<file path="src/rtl/writeback_stage_if.sv">
// Write-back stage bus: upstream instruction handshake, memory load return
// and register-file write port, with status outputs.
interface writeback_stage_if #(
  parameter int unsigned DATA_W = 32,
  parameter int unsigned CNT_W  = 16
);
  logic              valid_i;
  logic              ready_o;
  logic [DATA_W-1:0] pc_plus4_i;
  logic [DATA_W-1:0] alu_result_i;
  logic [4:0]        rc_i;
  logic              werf_i;
  logic [1:0]        wdsel_i;
  logic [DATA_W-1:0] mem_rdata_i;
  logic              mem_rvalid_i;
  logic [4:0]        rf_rc_o;
  logic              rf_werf_o;
  logic [DATA_W-1:0] rf_wd_o;
  logic [CNT_W-1:0]  retire_count_o;
  logic              err_o;

  modport master (
    output valid_i, pc_plus4_i, alu_result_i, rc_i, werf_i, wdsel_i,
           mem_rdata_i, mem_rvalid_i,
    input  ready_o, rf_rc_o, rf_werf_o, rf_wd_o, retire_count_o, err_o
  );

  modport slave (
    input  valid_i, pc_plus4_i, alu_result_i, rc_i, werf_i, wdsel_i,
           mem_rdata_i, mem_rvalid_i,
    output ready_o, rf_rc_o, rf_werf_o, rf_wd_o, retire_count_o, err_o
  );
endinterface

</file>
<file path="src/rtl/writeback_stage.sv">
// Final pipeline stage: selects write-back data, stalls loads until memory
// data returns (with timeout) and drives a one-cycle register-file write.
module writeback_stage #(
  parameter int unsigned DATA_W      = 32,
  parameter int unsigned MEM_TIMEOUT = 15,
  parameter int unsigned TO_W        = 4,
  parameter int unsigned CNT_W       = 16
) (
  input  logic               clk_i,
  input  logic               rst_i,
  writeback_stage_if.slave   bus
);
  localparam logic [4:0] R31 = 5'd31;

  typedef enum logic [1:0] {IDLE, WAIT_MEM, WRITE} state_t;

  state_t            state;
  logic [4:0]        pend_rc;
  logic [TO_W-1:0]   to_cnt;
  logic [TO_W-1:0]   to_next;
  logic              accept;
  logic              is_load;
  logic [DATA_W-1:0] sel_data;

  assign bus.ready_o = (state != WAIT_MEM);
  assign accept      = bus.valid_i & bus.ready_o;
  assign is_load     = bus.werf_i & (bus.wdsel_i == 2'd2);
  // wdsel 1 and the reserved encoding 3 both select the ALU result
  assign sel_data    = (bus.wdsel_i == 2'd0) ? bus.pc_plus4_i : bus.alu_result_i;
  assign to_next     = to_cnt + TO_W'(1);

  always_ff @(posedge clk_i or posedge rst_i) begin
    if (rst_i) begin
      state              <= IDLE;
      pend_rc            <= '0;
      to_cnt             <= '0;
      bus.rf_rc_o        <= '0;
      bus.rf_werf_o      <= 1'b0;
      bus.rf_wd_o        <= '0;
      bus.retire_count_o <= '0;
      bus.err_o          <= 1'b0;
    end else begin
      bus.rf_werf_o <= 1'b0;
      case (state)
        IDLE, WRITE: begin
          if (state == WRITE) bus.retire_count_o <= bus.retire_count_o + CNT_W'(1);
          if (accept) begin
            if (is_load) begin
              state   <= WAIT_MEM;
              pend_rc <= bus.rc_i;
              to_cnt  <= '0;
            end else begin
              state <= WRITE;
              // rc/wd only move when a write really happens, so they hold otherwise
              if (bus.werf_i && (bus.rc_i != R31)) begin
                bus.rf_werf_o <= 1'b1;
                bus.rf_rc_o   <= bus.rc_i;
                bus.rf_wd_o   <= sel_data;
              end
            end
          end else begin
            state <= IDLE;
          end
        end
        WAIT_MEM: begin
          // returning data takes priority over a simultaneous timeout
          if (bus.mem_rvalid_i) begin
            state <= WRITE;
            if (pend_rc != R31) begin
              bus.rf_werf_o <= 1'b1;
              bus.rf_rc_o   <= pend_rc;
              bus.rf_wd_o   <= bus.mem_rdata_i;
            end
          end else if (to_next == TO_W'(MEM_TIMEOUT)) begin
            state     <= WRITE;
            to_cnt    <= to_next;
            bus.err_o <= 1'b1;
          end else begin
            to_cnt <= to_next;
          end
        end
        default: state <= IDLE;
      endcase
    end
  end
endmodule

</file>
<file path="src/flat_wrapper.sv">
// flat-port wrapper written by rule: the top's interface ports become plain ports
module writeback_stage_flat 
#(
  parameter int unsigned DATA_W      = 32,
  parameter int unsigned MEM_TIMEOUT = 15,
  parameter int unsigned TO_W        = 4,
  parameter int unsigned CNT_W       = 16
)
  (clk_i, rst_i, bus_valid_i, bus_pc_plus4_i, bus_alu_result_i, bus_rc_i, bus_werf_i, bus_wdsel_i, bus_mem_rdata_i, bus_mem_rvalid_i, bus_ready_o, bus_rf_rc_o, bus_rf_werf_o, bus_rf_wd_o, bus_retire_count_o, bus_err_o);
  writeback_stage_if #(.DATA_W(DATA_W), .CNT_W(CNT_W)) bus_i ();
  input  logic clk_i;
  input  logic rst_i;
  input wire logic [$bits(bus_i.valid_i)-1:0] bus_valid_i;
  input wire logic [$bits(bus_i.pc_plus4_i)-1:0] bus_pc_plus4_i;
  input wire logic [$bits(bus_i.alu_result_i)-1:0] bus_alu_result_i;
  input wire logic [$bits(bus_i.rc_i)-1:0] bus_rc_i;
  input wire logic [$bits(bus_i.werf_i)-1:0] bus_werf_i;
  input wire logic [$bits(bus_i.wdsel_i)-1:0] bus_wdsel_i;
  input wire logic [$bits(bus_i.mem_rdata_i)-1:0] bus_mem_rdata_i;
  input wire logic [$bits(bus_i.mem_rvalid_i)-1:0] bus_mem_rvalid_i;
  output wire logic [$bits(bus_i.ready_o)-1:0] bus_ready_o;
  output wire logic [$bits(bus_i.rf_rc_o)-1:0] bus_rf_rc_o;
  output wire logic [$bits(bus_i.rf_werf_o)-1:0] bus_rf_werf_o;
  output wire logic [$bits(bus_i.rf_wd_o)-1:0] bus_rf_wd_o;
  output wire logic [$bits(bus_i.retire_count_o)-1:0] bus_retire_count_o;
  output wire logic [$bits(bus_i.err_o)-1:0] bus_err_o;
  assign bus_i.valid_i = bus_valid_i;
  assign bus_i.pc_plus4_i = bus_pc_plus4_i;
  assign bus_i.alu_result_i = bus_alu_result_i;
  assign bus_i.rc_i = bus_rc_i;
  assign bus_i.werf_i = bus_werf_i;
  assign bus_i.wdsel_i = bus_wdsel_i;
  assign bus_i.mem_rdata_i = bus_mem_rdata_i;
  assign bus_i.mem_rvalid_i = bus_mem_rvalid_i;
  assign bus_ready_o = bus_i.ready_o;
  assign bus_rf_rc_o = bus_i.rf_rc_o;
  assign bus_rf_werf_o = bus_i.rf_werf_o;
  assign bus_rf_wd_o = bus_i.rf_wd_o;
  assign bus_retire_count_o = bus_i.retire_count_o;
  assign bus_err_o = bus_i.err_o;
  writeback_stage #(.DATA_W(DATA_W), .MEM_TIMEOUT(MEM_TIMEOUT), .TO_W(TO_W), .CNT_W(CNT_W)) u_core (.clk_i(clk_i), .rst_i(rst_i), .bus(bus_i));
endmodule
</file>
<file path="config.mk">
export PLATFORM = sky130hd
export DESIGN_NAME = writeback_stage_flat
export DESIGN_NICKNAME = d
export VERILOG_FILES = /design/src/rtl/writeback_stage_if.sv /design/src/rtl/writeback_stage.sv /design/src/flat_wrapper.sv
export SDC_FILE = /design/constraint.sdc
export NUM_CORES = 1
export LEC_CHECK = 0
export ABC_AREA = 0
export CAP_MARGIN = 15
export CORE_MARGIN = 4
export CORE_UTILIZATION = 39
export DETAILED_ROUTE_END_ITERATION = 10
export GPL_TIMING_DRIVEN = 0
export PLACE_DENSITY_LB_ADDON = 0.2
export SLEW_MARGIN = 10
export SYNTH_ARGS = -nofsm -noshare
export SYNTH_HDL_FRONTEND = slang
export SYNTH_SLANG_ARGS = --single-unit
</file>
<file path="constraint.sdc">
create_clock -name clk_i -period 6.75 [get_ports clk_i]
set_clock_uncertainty 0.2 [all_clocks]
set_input_delay 1.35 -clock clk_i [delete_from_list [all_inputs] [get_ports clk_i]]
set_output_delay 1.35 -clock clk_i [all_outputs]
set_load 0.01 [all_outputs]
</file>
# Word-level counts from Yosys, hierarchy flattened
# Index checks and enable logic that the tools add are counted.
dict set report totals {
  ff_bits 66
  inputBits 108
  output_inout_bits 56
  elab_cells 66
}
dict set report classes {
  addsub 2
  n_eq_ne 15
  n_mux 28
  bitwise 3
  n_reduce_logical 10
}
# op count
set op_table {}
lappend op_table {{two-way mux 32 bit} 6}
lappend op_table {{case mux 32 bit (2 select lines)} 1}
lappend op_table {{two-way mux 5 bit} 5}
lappend op_table {{adder 16 x 1 -> 16 bit, second input constant} 1}
lappend op_table {{two-way mux 4 bit} 3}
lappend op_table {{!= test 2 x 1 -> 1 bit, second input constant} 5}
lappend op_table {{!= test 5 bit, second input constant} 2}
lappend op_table {{case mux 5 bit (2 select lines)} 1}
lappend op_table {{two-way mux 2 bit} 4}
lappend op_table {{case mux 4 bit (2 select lines)} 1}
lappend op_table {{!= test 2 bit, second input constant} 3}
lappend op_table {{AND reduction 3 bit} 2}
lappend op_table {{AND reduction 6 bit} 1}
lappend op_table {{two-way mux 1 bit} 5}
lappend op_table {{adder 4 x 1 -> 4 bit, second input constant} 1}
lappend op_table {{equality test 2 bit, second input constant} 2}
lappend op_table {{equality test 4 bit, second input constant} 1}
lappend op_table {{logical NOT 2 bit} 2}
lappend op_table {{case mux 2 bit (2 select lines)} 1}
lappend op_table {{AND reduction 4 bit} 1}
lappend op_table {{!= test 3 x 2 -> 1 bit, second input constant} 1}
lappend op_table {{AND 1 bit} 2}
lappend op_table {{equality test 2 x 1 -> 1 bit, second input constant} 1}
lappend op_table {{case mux 1 bit (2 select lines)} 1}
lappend op_table {{5 further kinds} 5}

# Logic depth before layout (Yosys ltp)
dict set report depth {
  depth_word 6
  depth_mapped 8
  depth_no_buf 5
}

# Worst setup path before layout
# OpenSTA, ideal clock, no wires.
dict set report synth_timing {
  path_kind {input -> register}
  from {input port bus_valid_i}
  to {register u_core.bus.rf_wd_o[14]}
  setup_time_ns 0.125
  t_arrival_ns 2.512
  required_time_ns 6.425
  path_slack_ns 3.912
  cell_stages 6
  path_buffers 2
  cell_sequence {nor2b_1 a21oi_2 nor4_4 buf_6 buf_12 mux2_4}
}
dict set report synth_between {
  elab_chain_len 3
}
# item line_no
set synth_rtl {}
lappend synth_rtl {{start, declared} flat_wrapper.sv:13} ;# input wire logic [$bits(bus_i.valid_i)-1:0] bus_valid_i;
lappend synth_rtl {{AND 1 bit} writeback_stage.sv:26} ;# assign accept = bus.valid_i & bus.ready_o;
lappend synth_rtl {{!= test 2 x 1 -> 1 bit (no source line)} n/a}
lappend synth_rtl {{AND reduction 6 bit (no source line)} n/a}
lappend synth_rtl {{end signal, assigned} writeback_stage.sv:58} ;# bus.rf_wd_o <= sel_data;
lappend synth_rtl {{end signal, assigned} writeback_stage.sv:72} ;# bus.rf_wd_o <= bus.mem_rdata_i;
lappend synth_rtl {{end, declared} writeback_stage_if.sv:31} ;# output ready_o, rf_rc_o, rf_werf_o, rf_wd_o, retire_count_o, err_o
# Every way passes these cells.
# A chain may end at the register's enable or synchronous reset.

# Worst setup path in the final report
dict set report layout_timing {
  from {register u_core.state[0]}
  to {output port bus_ready_o}
}
dict set report layout_between {
  elab_chain_len 1
}
# item line_no
set layout_rtl {}
lappend layout_rtl {{start, declared} writeback_stage.sv:17} ;# state_t state;
lappend layout_rtl {{start signal, assigned} writeback_stage.sv:34} ;# state <= IDLE;
lappend layout_rtl {{start signal, assigned} writeback_stage.sv:49} ;# state <= WAIT_MEM;
lappend layout_rtl {{start signal, assigned} writeback_stage.sv:53} ;# state <= WRITE;
lappend layout_rtl {{!= test 2 x 1 -> 1 bit} writeback_stage.sv:25} ;# assign bus.ready_o = (state != WAIT_MEM);
lappend layout_rtl {{end, declared} flat_wrapper.sv:21} ;# output wire logic [$bits(bus_i.ready_o)-1:0] bus_ready_o;
# Every way passes these cells.

==> summary.txt <==
Yosys
  • Ys Warns: 0
  • Seq/Total Area, Yosys: 46.1%
  • Syn_area_per_cell: 11.3 um^2
  • Register bit count reported by yosys: 66
  • Synth Cell Area: 0.00358 mm^2
  • Synthesized Nets: between 400 and 500
  • Gate Count Post-Synth: 316
  • Synth unique cells: 39

Drt
  • Wire per inst: 16.7 um
  • Detailed Routing Iterations Pass 1: 4
  • Final WL: 10.1 mm
  • Drt via density: 4.95
  • DRT iter0 DRCs: 132
  • ANT nets after route: 0
  • # DRC: 0
  • Vias: 2992

Clock network
  • Post-CTS sizing: 0
  • Setup Fix Bufs, Post-CTS: 0
  • CTS tree: done
  • Total CTS buffers: 9
  • Root Driver: clkbuf_8
  • H-tree depth: 3
  • CTS Hold Bufs: 0
  • Max clock buf depth: 2
  • Clock Latency Late Sink: between 0.3 and 0.4 ns
  • Reg clk slew, reported paths: 0.08 ns
  • Clk sinks: 66

Finish
  • Fin nets: 602
  • Syn-to-layout area delta: 54.9%
  • Proportion of layout cells with a drive suffix above 1: 16.9%
  • Antenna Cells: 0

Setup path
  • Setup crit end kind: output port
  • Worst Path Max Fanout: 9
  • Critical path's top delay family: buffers and inverters
  • Worst path bufs/invs: 3
  • CP max stage cell: clkdlybuf4s50_1
  • CP peak stage delay: 0.55 ns
  • Worst Setup Path Type: reg -> out
  • Type of origin of the critical path: register
  • Critical path arrival: 1.69 ns
  • WP data required: 5.20 ns
  • Critical Path, Cell by Cell: buf_6 > and2b_4 > inv_4 > clkdlybuf4s50_1

Placed design
  • Post-detail-place hpwl: 7.71 mm
  • IO buf count: 163
  • Final Wtd Congestion: 0.777

Timing
  • Fmax achieved: 309 MHz
  • Crit path time final: approximately 3.2 ns
  • Final setup vio count: 0
  • Slew Limit Fails: 0
  • Hold slack final: 0.301 ns
  • Measured slew at the worst slew-check pin: 0.506 ns
  • Final Hold Fails: 0
  • Slew headroom: 66.1%
  • Final setup TNS: 0 ns
  • Tcrit/Tclk final: 48.0%
  • RSZ-0062 raised after global routing: no

Global route
  • Largest net degree at the start of global routing: 65
  • First-pass GRT wire length: 16.6 mm
  • Vias in the first global route: roughly 3100
  • All-Layer GR Usage: 19.1%
  • Global route overflow: 0
  • Initial antenna violation count: 0

Floorplan
  • Die W: a little over 100 um
  • Initial Util: 40.5%
  • Die Ht: 104 um
  • Placement row count: 34
  • Die area: 0.0108 mm^2
  • Number of I/O pins: 164
  • CORE AREA: 0.00885 mm^2

Job
  • Max Cap Viol: 0

Power and ir drop
  • Max VDD drop: between 150 and 200 uV
  • Static leakage: 2.25 nW
  • Pwr dens: 232 mW/mm^2

Worst hold path
  • Hold WC Path Type: reg -> reg

Run status
  • Run status: finished clean
per-stage QoR:
stage / setup slack [ns] / total power, mW / utilization, % / instance area [um^2] / cells
after detailed placement: 3.19 / 1.01 / 60.8 / 5380 / 588
after global placement: 2.32 / 0.998 / 60.5 / 5350 / 587
after floorplan: 3.55 / 0.743 / - / 3580 / 316
final: 3.51 / 1.29 / 62.7 / 5550 / 604
after CTS: 3.48 / 1.30 / 62.7 / 5550 / 604
after global routing: 3.42 / 1.36 / 62.7 / 5550 / 604
path summary, 6_finish.rpt:
kind / startpoint / endpoint / slack [ns] / depth (start not counted)
setup reg to reg: u_core.state[0] / u_core.bus.rf_wd_o[22] / 4.62 / 7
hold / removal: u_core.bus.retire_count_o[15] / u_core.bus.retire_count_o[15] / 0.30 / 1
min in group asynchronous: rst_i / u_core.bus.rf_wd_o[8] / 1.02 / 2
hold reg to reg: u_core.bus.retire_count_o[15] / u_core.bus.retire_count_o[15] / 0.30 / 1
max in group asynchronous: rst_i / u_core.pend_rc[3] / 4.83 / 3
setup / recovery: u_core.state[0] / bus_ready_o / 3.51 / 4
synthesized netlist by cell type:
cell,n,area (um^2)
a21oi_1,2,10.0
a21oi_2,1,8.76
a31o_2,2,17.5
a31oi_1,1,6.26
and2b_4,1,10.0
and3_1,2,12.5
and4_1,1,8.76
buf_1,2,7.51
buf_12,2,40.0
buf_2,4,20.0
buf_4,1,7.51
buf_6,2,22.5
clkbuf_1,4,15.0
dfrtp_1,66,1650
ha_1,3,37.5
inv_1,4,15.0
inv_4,1,6.26
mux2_2,27,304
mux2_4,19,285
mux2i_1,32,320
nand2_1,47,176
nand2b_1,5,31.3
nand3_1,5,25.0
nand3b_1,1,7.51
nand4_1,7,43.8
nand4_2,1,12.5
nor2_1,5,18.8
nor2b_1,4,25.0
nor2b_2,1,8.76
nor3_4,1,16.3
nor3b_1,2,15.0
nor3b_2,1,12.5
nor4_4,1,21.3
o21ai_0,38,190
o2bb2ai_1,1,8.76
or3b_2,1,8.76
or4_1,1,7.51
xnor2_1,12,105
xor2_1,5,43.8
routing by layer:
layer | GRT usage, % | vias up | part of all wire (%)
met1 | 23.8 | 1423 | 43
li1 | - | 1458 | -
met3 | 5.40 | 12 | 6.1
met5 | 0 | - | 0
met2 | 31.1 | 99 | 49
met4 | 7.69 | 0 | 1.8
cell usage in the layout, fill, tap and decap left out, types with 4 or more instances in the layout:
cell type	netlist	final
nor2b_1	4	4
dfrtp_1	66	66
nand2_1	47	47
mux2i_1	32	32
clkbuf_1	4	4
clkbuf_8	0	9
nor2_1	5	5
buf_2	4	4
o21ai_0	38	38
mux2_4	19	19
xnor2_1	12	12
nand2b_1	5	5
clkdlybuf4s50_1	0	163
nand3_1	5	5
mux2_2	27	27
xor2_1	5	5
nand4_1	7	7
power breakdown:
part	switching, mW	internal [mW]	total, mW
clock network	0.156	0.132	0.288
logic	0.164	0.294	0.458
registers	0.0601	0.481	0.541
total	0.380	0.906	1.29
registers in the layout, indices dropped and copies added, names as in the netlist:
register / count
u_core.bus.err_o: 1
u_core.bus.retire_count_o: 16
u_core.bus.rf_rc_o: 5
u_core.bus.rf_wd_o: 32
u_core.bus.rf_werf_o: 1
u_core.pend_rc: 5
u_core.state: 2
u_core.to_cnt: 4
cells by family (layout without fill, tap and decap cells):
group | count (synthesis) | count (layout) | synth area share [%]
buffers and inverters | 20 | 200 | 3.73
XOR/XNOR | 17 | 17 | 4.15
AO/OA/AOI/OAI | 45 | 45 | 6.74
adder cells (fa/ha/maj) | 3 | 3 | 1.05
AND/OR/NAND/NOR | 87 | 87 | 12.9
multiplexers | 78 | 78 | 25.4
flip-flops | 66 | 66 | 46.1
area by class of cell:
class                   count  area (um^2)
plain buffers              15          113
clock buffers               9          124
fillers                   737         3300
multi-input cells         230         1800
repair buffers            164         1660
well taps                 108          135
clock inverters             7         46.3
flip-flops and latches     66         1650
inverters                   5         23.8
Power figures use the tool's default switching activity.
